==> src/rtl/rsa_pkg.sv <==
// Shared types and helpers for the RSA multiplier sharing logic and the S_multi benches.
package rsa_pkg;
  localparam int DEF_BIT  = 8;
  localparam int DEF_NREQ = 2;
  localparam int PACK_W   = 32;

  typedef enum logic [2:0] {
    S_IDLE  = 3'd0,
    S_START = 3'd1,
    S_ARM   = 3'd2,
    S_RUN   = 3'd3,
    S_DONE  = 3'd4
  } state_t;

  // {hreg[bitw-1:0], lreg[bitw-1:0]}; callers zero-extend to PACK_W and slice 2*bitw.
  function automatic logic [2*PACK_W-1:0] pack_prod(input logic [PACK_W-1:0] hreg,
                                                    input logic [PACK_W-1:0] lreg,
                                                    input int unsigned       bitw);
    logic [2*PACK_W-1:0] mask;
    mask = ({{(2*PACK_W-1){1'b0}}, 1'b1} << bitw) - {{(2*PACK_W-1){1'b0}}, 1'b1};
    return (({{PACK_W{1'b0}}, hreg} & mask) << bitw) | ({{PACK_W{1'b0}}, lreg} & mask);
  endfunction
endpackage

==> src/rtl/rr_arbiter.sv <==
// Combinational round-robin pick: first requester after ptr, wrapping.
module rr_arbiter #(
  parameter int NREQ = 2,
  parameter int IW   = $clog2(NREQ)
) (
  input  logic [NREQ-1:0] req,
  input  logic [IW-1:0]   ptr,
  output logic [NREQ-1:0] gnt,
  output logic [IW-1:0]   idx
);
  logic found;

  always_comb begin
    gnt   = '0;
    idx   = '0;
    found = 1'b0;
    for (int off = 1; off <= NREQ; off++) begin
      if (!found && req[(int'(ptr) + off) % NREQ]) begin
        found = 1'b1;
        gnt[(int'(ptr) + off) % NREQ] = 1'b1;
        idx = IW'((int'(ptr) + off) % NREQ);
      end
    end
  end
endmodule

==> src/rtl/mult_arbiter.sv <==
// Shares one shift-add multiplier between NREQ requesters, round-robin.
// MULT_TIMEOUT_EN adds a RUN watchdog and the sticky err output.
module mult_arbiter
  import rsa_pkg::*;
#(
  parameter int BIT     = DEF_BIT,
  parameter int NREQ    = DEF_NREQ,
  parameter int TIMEOUT = 255
) (
  input  logic              clk,
  input  logic              rst,
  input  logic [NREQ-1:0]   req,
  input  logic [NREQ*BIT-1:0] a_in,
  input  logic [NREQ*BIT-1:0] b_in,
  output logic [NREQ-1:0]   gnt,
  output logic [NREQ-1:0]   done,
  output logic [2*BIT-1:0]  prod,
`ifdef MULT_TIMEOUT_EN
  output logic              err,
`endif
  output logic              m_start,
  input  logic              m_busy,
  output logic [BIT-1:0]    m_a,
  output logic [BIT-1:0]    m_b,
  input  logic [BIT:0]      m_hreg,
  input  logic [BIT-1:0]    m_lreg
);
  localparam int IW = $clog2(NREQ);

  state_t          state, state_nx;
  logic [IW-1:0]   ptr, win_idx, arb_idx;
  logic [NREQ-1:0] arb_gnt;
  logic            run_end;
  logic [2*PACK_W-1:0] packed_w;

  rr_arbiter #(.NREQ(NREQ), .IW(IW)) u_arb (
    .req (req),
    .ptr (ptr),
    .gnt (arb_gnt),
    .idx (arb_idx)
  );

  // m_hreg[BIT] is the adder carry-out slot and never part of the product.
  assign packed_w = pack_prod(PACK_W'(m_hreg[BIT-1:0]), PACK_W'(m_lreg), BIT);

`ifdef MULT_TIMEOUT_EN
  localparam int TW = $clog2(TIMEOUT + 1);
  logic [TW-1:0] tmo_cnt;
  logic          tmo_hit;
  assign tmo_hit = m_busy && (tmo_cnt == TW'(TIMEOUT - 1));
  assign run_end = !m_busy || tmo_hit;
`else
  assign run_end = !m_busy;
`endif

  always_ff @(posedge clk) begin
    if (rst) state <= S_IDLE;
    else     state <= state_nx;
  end

  always_comb begin
    state_nx = state;
    case (state)
      S_IDLE:  if (|req && !m_busy) state_nx = S_START;
      S_START: state_nx = S_ARM;
      S_ARM:   state_nx = S_RUN;
      S_RUN:   if (run_end) state_nx = S_DONE;
      S_DONE:  state_nx = S_IDLE;
      default: state_nx = S_IDLE;
    endcase
  end

  assign m_start = (state == S_START);
  assign done    = (state == S_DONE) ? gnt : '0;

  always_ff @(posedge clk) begin
    if (rst) begin
      gnt     <= '0;
      prod    <= '0;
      m_a     <= '0;
      m_b     <= '0;
      ptr     <= IW'(NREQ - 1);
      win_idx <= '0;
`ifdef MULT_TIMEOUT_EN
      err     <= 1'b0;
      tmo_cnt <= '0;
`endif
    end else begin
      case (state)
        S_IDLE: if (state_nx == S_START) begin
          gnt     <= arb_gnt;
          win_idx <= arb_idx;
          m_a     <= a_in[arb_idx*BIT +: BIT];
          m_b     <= b_in[arb_idx*BIT +: BIT];
        end
`ifdef MULT_TIMEOUT_EN
        S_ARM: tmo_cnt <= '0;
        S_RUN: begin
          if (!m_busy) prod <= packed_w[2*BIT-1:0];
          else if (tmo_hit) begin
            prod <= '0;
            err  <= 1'b1;
          end else tmo_cnt <= tmo_cnt + 1'b1;
        end
`else
        S_RUN: if (!m_busy) prod <= packed_w[2*BIT-1:0];
`endif
        S_DONE: begin
          gnt <= '0;
          ptr <= win_idx;
        end
        default: ;
      endcase
    end
  end
endmodule

==> config.mk <==
export PLATFORM = sky130hd
export DESIGN_NAME = mult_arbiter
export DESIGN_NICKNAME = d
export VERILOG_FILES = /design/src/rtl/rsa_pkg.sv /design/src/rtl/rr_arbiter.sv /design/src/rtl/mult_arbiter.sv
export SDC_FILE = /design/constraint.sdc
export NUM_CORES = 1
export LEC_CHECK = 0
export ABC_AREA = 1
export BUFFER_PORTS_ARGS = -buffer_cell sky130_fd_sc_hd__buf_2
export CAP_MARGIN = 20
export CORE_MARGIN = 4
export CORE_UTILIZATION = 44
export CTS_BUF_LIST = sky130_fd_sc_hd__clkbuf_16
export CTS_CLUSTER_SIZE = 28
export DETAILED_ROUTE_END_ITERATION = 12
export PLACE_DENSITY_LB_ADDON = 0.2
export SYNTH_ARGS = -nofsm -noshare
export SYNTH_HDL_FRONTEND = slang
export SYNTH_SLANG_ARGS = --single-unit
==> constraint.sdc <==
create_clock -name clk -period 1.7 [get_ports clk]
set_clock_uncertainty 0.15 [all_clocks]
set_input_delay 0 -clock clk [delete_from_list [all_inputs] [get_ports clk]]
set_output_delay 0 -clock clk [all_outputs]
set_load 0.01 [all_outputs]
==> results of run 1 <==
worst max-delay path: cells and delay by family:
kind                   cells  cell delay (ns)
AO/OA/AOI/OAI              1             0.15
buffers and inverters      2             0.69
AND/OR/NAND/NOR            3             0.73
power by group through the flow:
stage	clock network, mW	registers (mW)	logic [mW]
after global routing	0.903	1.01	0.508
after CTS	0.867	1.00	0.449
after detailed placement	0	1.02	0.359
after floorplan	0	1.05	0.177
after global placement	0	1.02	0.355
final	0.854	1.00	0.456
synth_stat cells:
master    instances  area, sq um
nor2_1           70        262.8
nand2_1          41        153.9
dfxtp_1          39        780.8
o21ai_0          30        150.1
nand3_1          22        110.1
inv_1             6        22.52
a21oi_1           5        25.02
buf_2             4        20.02
buf_6             3        33.78
clkbuf_1          3        11.26
o21ai_1           3        15.01
a21boi_0          1        7.510
buf_1             1        3.750
buf_4             1        7.510
inv_2             1        3.750
inv_4             1        6.260
nand2_2           1        6.260
nand3b_1          1        7.510
nor2_2            1        6.260
nor2_4            1        11.26
nor3_1            1        5.000
nor3_4            1        16.27
flip-flops by register name (all words and copies together) (netlist names):
signal and cells:
win_idx 1, ptr 1, gnt 2, prod 16, m_b 8, m_a 8
state 3
logic make-up after synthesis:
family / share of synthesized area, %
and+or+nand+nor: 34.76
DFF: 46.85
AOI/OAI and AO/OA: 11.86
buffers and inverters: 6.531
how the worst max path moves through the flow:
stage          slack (ns)     start  endpoint  cells after the start
3_5_place_dp         0.31  state[0]    m_b[5]                      5
4_1_cts              0.20    req[0]   win_idx                      6
6_report             0.19    req[0]    gnt[1]                      6
5_1_grt              0.09    req[0]   win_idx                      6
2_1_floorplan        0.36  state[1]  prod[15]                      6
3_3_place_gp         0.32  state[0]    m_a[6]                      5
stage by stage:
step | area [sq um] | utilization (%)
floorplan | 1667 | -
global placement | 2153 | 58.82
detailed placement | 2153 | 58.82
CTS | 2798 | 76.42
global route | 2798 | 76.42
finish | 2798 | 76.42
layout make-up:
cell class	instances	area, sq um
timing repair buffer	146	1013
multi-input combinational	178	777.0
inverter	8	32.53
clock inverter	2	8.758
tap	48	60.06
clock buffer	5	125.1
fill	296	863.3
sequential	39	780.7
layer usage:
metal  GRT usage [%]  up-vias  routed length (microns)
met3           6.232       17                      335
met5               0        -                        0
met4           10.85        0                      165
met2           38.56       71                     2673
li1                -     1040                        -
met1           25.20      910                     2094
==> results.json, run 1 <==
{
  "outcome": "completed",
  "clockBufferDepth": 2,
  "arrival_ns": 1.57,
  "p_per_area_nw_per_um2": 827.1,
  "cts_hold_buf": 51,
  "antenna_cells": 0,
  "nNetsFinal": 432,
  "drc": 0,
  "hold_depth": 5,
  "endpoint_kind": "register",
  "setup_tns_ns": 0,
  "whs_ns": 0.08676,
  "ys_seq_area_share_pct": 46.85,
  "dieArea_sq_um": 4837,
  "netlist_area_sq_um": 1667,
  "root_buffer": "clkbuf_16",
  "path_cells": "dlygate4sd3_1 -> buf_2 -> nand2_2 -> nand2_1 -> nand3b_1 -> a21oi_1",
  "areaGrowthSynthToFinish_pct": 67.87,
  "setup_violations": 0,
  "worst_slew_pin_slew_ns": 0.5553,
  "wl_mm": 5.268,
  "dp_hpwl_mm": 3.154,
  "final_common_cell": "buf_2",
  "worstSetupPathType": "in2reg",
  "min_to": "m_a[0]",
  "r2r_end": "gnt[1]",
  "synthesis.nets": 291,
  "io_buffers": 89,
  "max_slew_margin_pct": 62.89,
  "slowest_delay_ns": 0.54,
  "r2r_start": "ptr",
  "place.gp.congestion": 0.8060,
  "critPathLaunchType": "primary input",
  "ctsResizeCount": 0,
  "seqPwrFrac_pct": 43.4,
  "pre_cts_slack_ns": 0.3110,
  "rsz0062_at_grt": "no",
  "path_clk_slew_ns": 0.05,
  "grt.overflow.total": 0,
  "wl_per_cell_microns": 12.37,
  "dr.pass1.iters": 5,
  "crit_path_max_fanout": 17,
  "max_cap_violations": 0,
  "drive_gt1_share_pct": 28.31,
  "drt-initial-drc-count": 105,
  "cts_tree": "built",
  "r2r_slack_ns": 0.30,
  "gr-usage-all-layers_pct": 22.37,
  "ys_warn_count": 0,
  "ys_ff_latch": 39,
  "finalHoldViolations": 0,
  "critPathRequiredTime_ns": 1.76,
  "p_clk_share_pct": 36.9,
  "via_per_inst": 4.784,
  "postSynthCellCount": 237,
  "mostFrequentLayoutCells": "buf_2, nor2_1, dlygate4sd3_1",
  "htree_levels": 2,
  "die_h_microns": 69.55,
  "fmax_mhz": 661.1,
  "core-area_sq_um": 3661,
  "reg2reg_depth": 4,
  "final_max_slew_viol_count": 0,
  "post_synth.cell_area_avg_sq_um": 7.032,
  "peakVddDrop_v": 0.0006806,
  "p_sw_mw": 0.5839,
  "ant_nets": 0,
  "intPower_mw": 1.730,
  "grt_pass1_wl_mm": 8.914,
  "antenna_found_initial": 0,
  "clk_latency_ns": 0.27,
  "combPwrFrac_pct": 19.7,
  "placed_cells": 368,
  "first_global_vias": 2023,
  "min_path_type": "in2reg",
  "fin_ws_ns": 0.1875,
  "grt_max_degree": 22,
  "vias": 2038,
  "p_sw_share_pct": 25.24,
  "post_cts_buffers": 0,
  "die_w_microns": 69.55,
  "numCtsBuffers": 5,
  "power_mw": 2.314,
  "io_pins": 91,
  "fin_crit_sh_pct": 88.97,
  "crit_path_top_delay_cell": "dlygate4sd3_1",
  "holdCritStartpoint": "req[1]",
  "yosys.cell_types.count": 22,
  "final_cells": 426,
  "initial_core_util_pct": 45.52,
  "period_minus_slack_ns": 1.513,
  "leakagePower_nw": 1.450,
  "cts_num_sinks": 39,
  "rows": 22
}
(Power assumes the default switching activity.)
==> run 2: changes to the inputs <==
GPL_TIMING_DRIVEN = 0   (was default)
SETUP_SLACK_MARGIN = 0.5   (was default)
==> run 2 against run 1 <==
Against the previous run:
- the run now ends with negative hold slack left
- largest power group unchanged
- cell count up 5.6%
- core utilization up 14 points
- critical path type is now reg2reg
- clock-buffer cell count unchanged
- fmax up 6.5%
- design area up 18%
- global-route usage up 3.5 points
- sequential power about the same
==> results.json, run 2 (same netlist as run 1, synthesis figures left out) <==
{
  "largest_reg_flops": 16,
  "die_h_microns": 69.55,
  "placed_cells": 374,
  "htree_levels": 2,
  "r2r_slack_ns": 0.28,
  "whs_ns": -0.04462,
  "antenna_found_initial": 0,
  "max_slew_margin_pct": 52.62,
  "period_minus_slack_ns": 1.420,
  "p_per_area_nw_per_um2": 779.6,
  "antenna_cells": 0,
  "dr.pass1.iters": 4,
  "endpoint_kind": "register",
  "final_common_cell": "buf_2",
  "min_path_type": "in2reg",
  "gr-usage-all-layers_pct": 25.83,
  "cts_hold_buf": 50,
  "nNetsFinal": 455,
  "crit_path_max_fanout": 6,
  "ant_nets": 0,
  "leakagePower_nw": 1.599,
  "fmax_mhz": 704.2,
  "worst_slew_pin_slew_ns": 0.7108,
  "cts_tree": "built",
  "rows": 22,
  "root_buffer": "clkbuf_16",
  "grt_max_degree": 12,
  "dieArea_sq_um": 4837,
  "areaGrowthSynthToFinish_pct": 98.12,
  "core-area_sq_um": 3661,
  "arrival_ns": 1.47,
  "fin_crit_sh_pct": 83.53,
  "setup_tns_ns": 0,
  "clk_latency_ns": 0.28,
  "die_w_microns": 69.55,
  "worstSetupPathType": "reg2reg",
  "setup_violations": 0,
  "finalHoldViolations": 2,
  "reg_top3": "prod (16), m_a (8), m_b (8)",
  "grt_pass1_wl_mm": 10.15,
  "numCtsBuffers": 5,
  "n_fill_cell": 170,
  "critPathLaunchType": "register",
  "initial_core_util_pct": 45.52,
  "io_pins": 91,
  "rsz0062_at_grt": "yes",
  "drt-initial-drc-count": 208,
  "outcome": "complete, but fails checks",
  "cts_num_sinks": 39,
  "regMostFlops": "prod",
  "path_clk_slew_ns": 0.05,
  "mostFrequentLayoutCells": "buf_2, dlygate4sd3_1, nor2_1",
  "clockBufferDepth": 2,
  "drive_gt1_share_pct": 46.02,
  "final_max_slew_viol_count": 0,
  "final_cells": 450,
  "max_cap_violations": 0,
  "dp_hpwl_mm": 3.295,
  "io_buffers": 89,
  "grt.overflow.total": 0,
  "drc": 0,
  "peakVddDrop_v": 0.0007094,
  "wl_mm": 7.224,
  "place.gp.congestion": 0.8077,
  "first_global_vias": 2179,
  "wl_per_cell_microns": 16.05,
  "via_per_inst": 5.180,
  "violations": "negative hold slack",
  "vias": 2331,
  "critPathRequiredTime_ns": 1.75
}
## run 2: repair_timing
action                                  CTS  global route
endpoints found under the hold margin    38             2
gates cloned                              5             0
pin swaps                                25             8
resized for setup                        80            42
endpoints found under the setup margin   39            41
buffers inserted                         10             3
## run 2: worst max-delay path: stages, from the launching register on
cell and delay, ns:
dfxtp_4 0.38, nand2_4 0.06, nor3_4 0.29, buf_4 0.21, o21ai_0 0.11, nor2_1 0.14
## run 2: final timing paths
kind / start / endpoint / cells after the start
setup / recovery: state[0] / prod[11] / 5
hold / removal: rst / prod[9] / 4
hold reg to reg: gnt[1] / gnt[1] / 2
setup reg to reg: state[0] / prod[11] / 5
## run 2: per-stage QoR
step                      worst slack [ns]  util (%)  power (mW)  cell area [sq um]
after floorplan                     0.3831         -       1.226               1674
after global placement              0.2501     59.54       1.381               2180
after detailed placement            0.2315     59.54       1.389               2180
after CTS                           0.3783     85.61       2.464               3134
after global routing                0.2139     90.19       2.669               3302
final                               0.2800     90.19       2.574               3302
## run 2: per-layer routing
layer	GRT usage [%]	wire length (microns)
met1	30.79	2752
met2	43.96	3744
met3	6.377	517
met4	10.85	210
met5	0	0
## run 2: final cells by class
type                            count  area, sq um  area share [%]
Multi-Input combinational cell    178         1044           31.60
Inverter                            8        37.54           1.137
Timing Repair Buffer              157         1131           34.26
Clock buffer                        5        125.1           3.789
Buffer                             12        100.1           3.031
Sequential cell                    39        793.3           24.02
Clock inverter                      3        11.26          0.3410
Tap cell                           48        60.06           1.819
## run 2: power breakdown
group / internal (mW) / leakage, nW / total, mW / switching [mW]
combinational: 0.335 / 1.21 / 0.678 / 0.343
sequential: 0.974 / 0.320 / 1.02 / 0.0466
clock: 0.528 / 0.0701 / 0.876 / 0.349
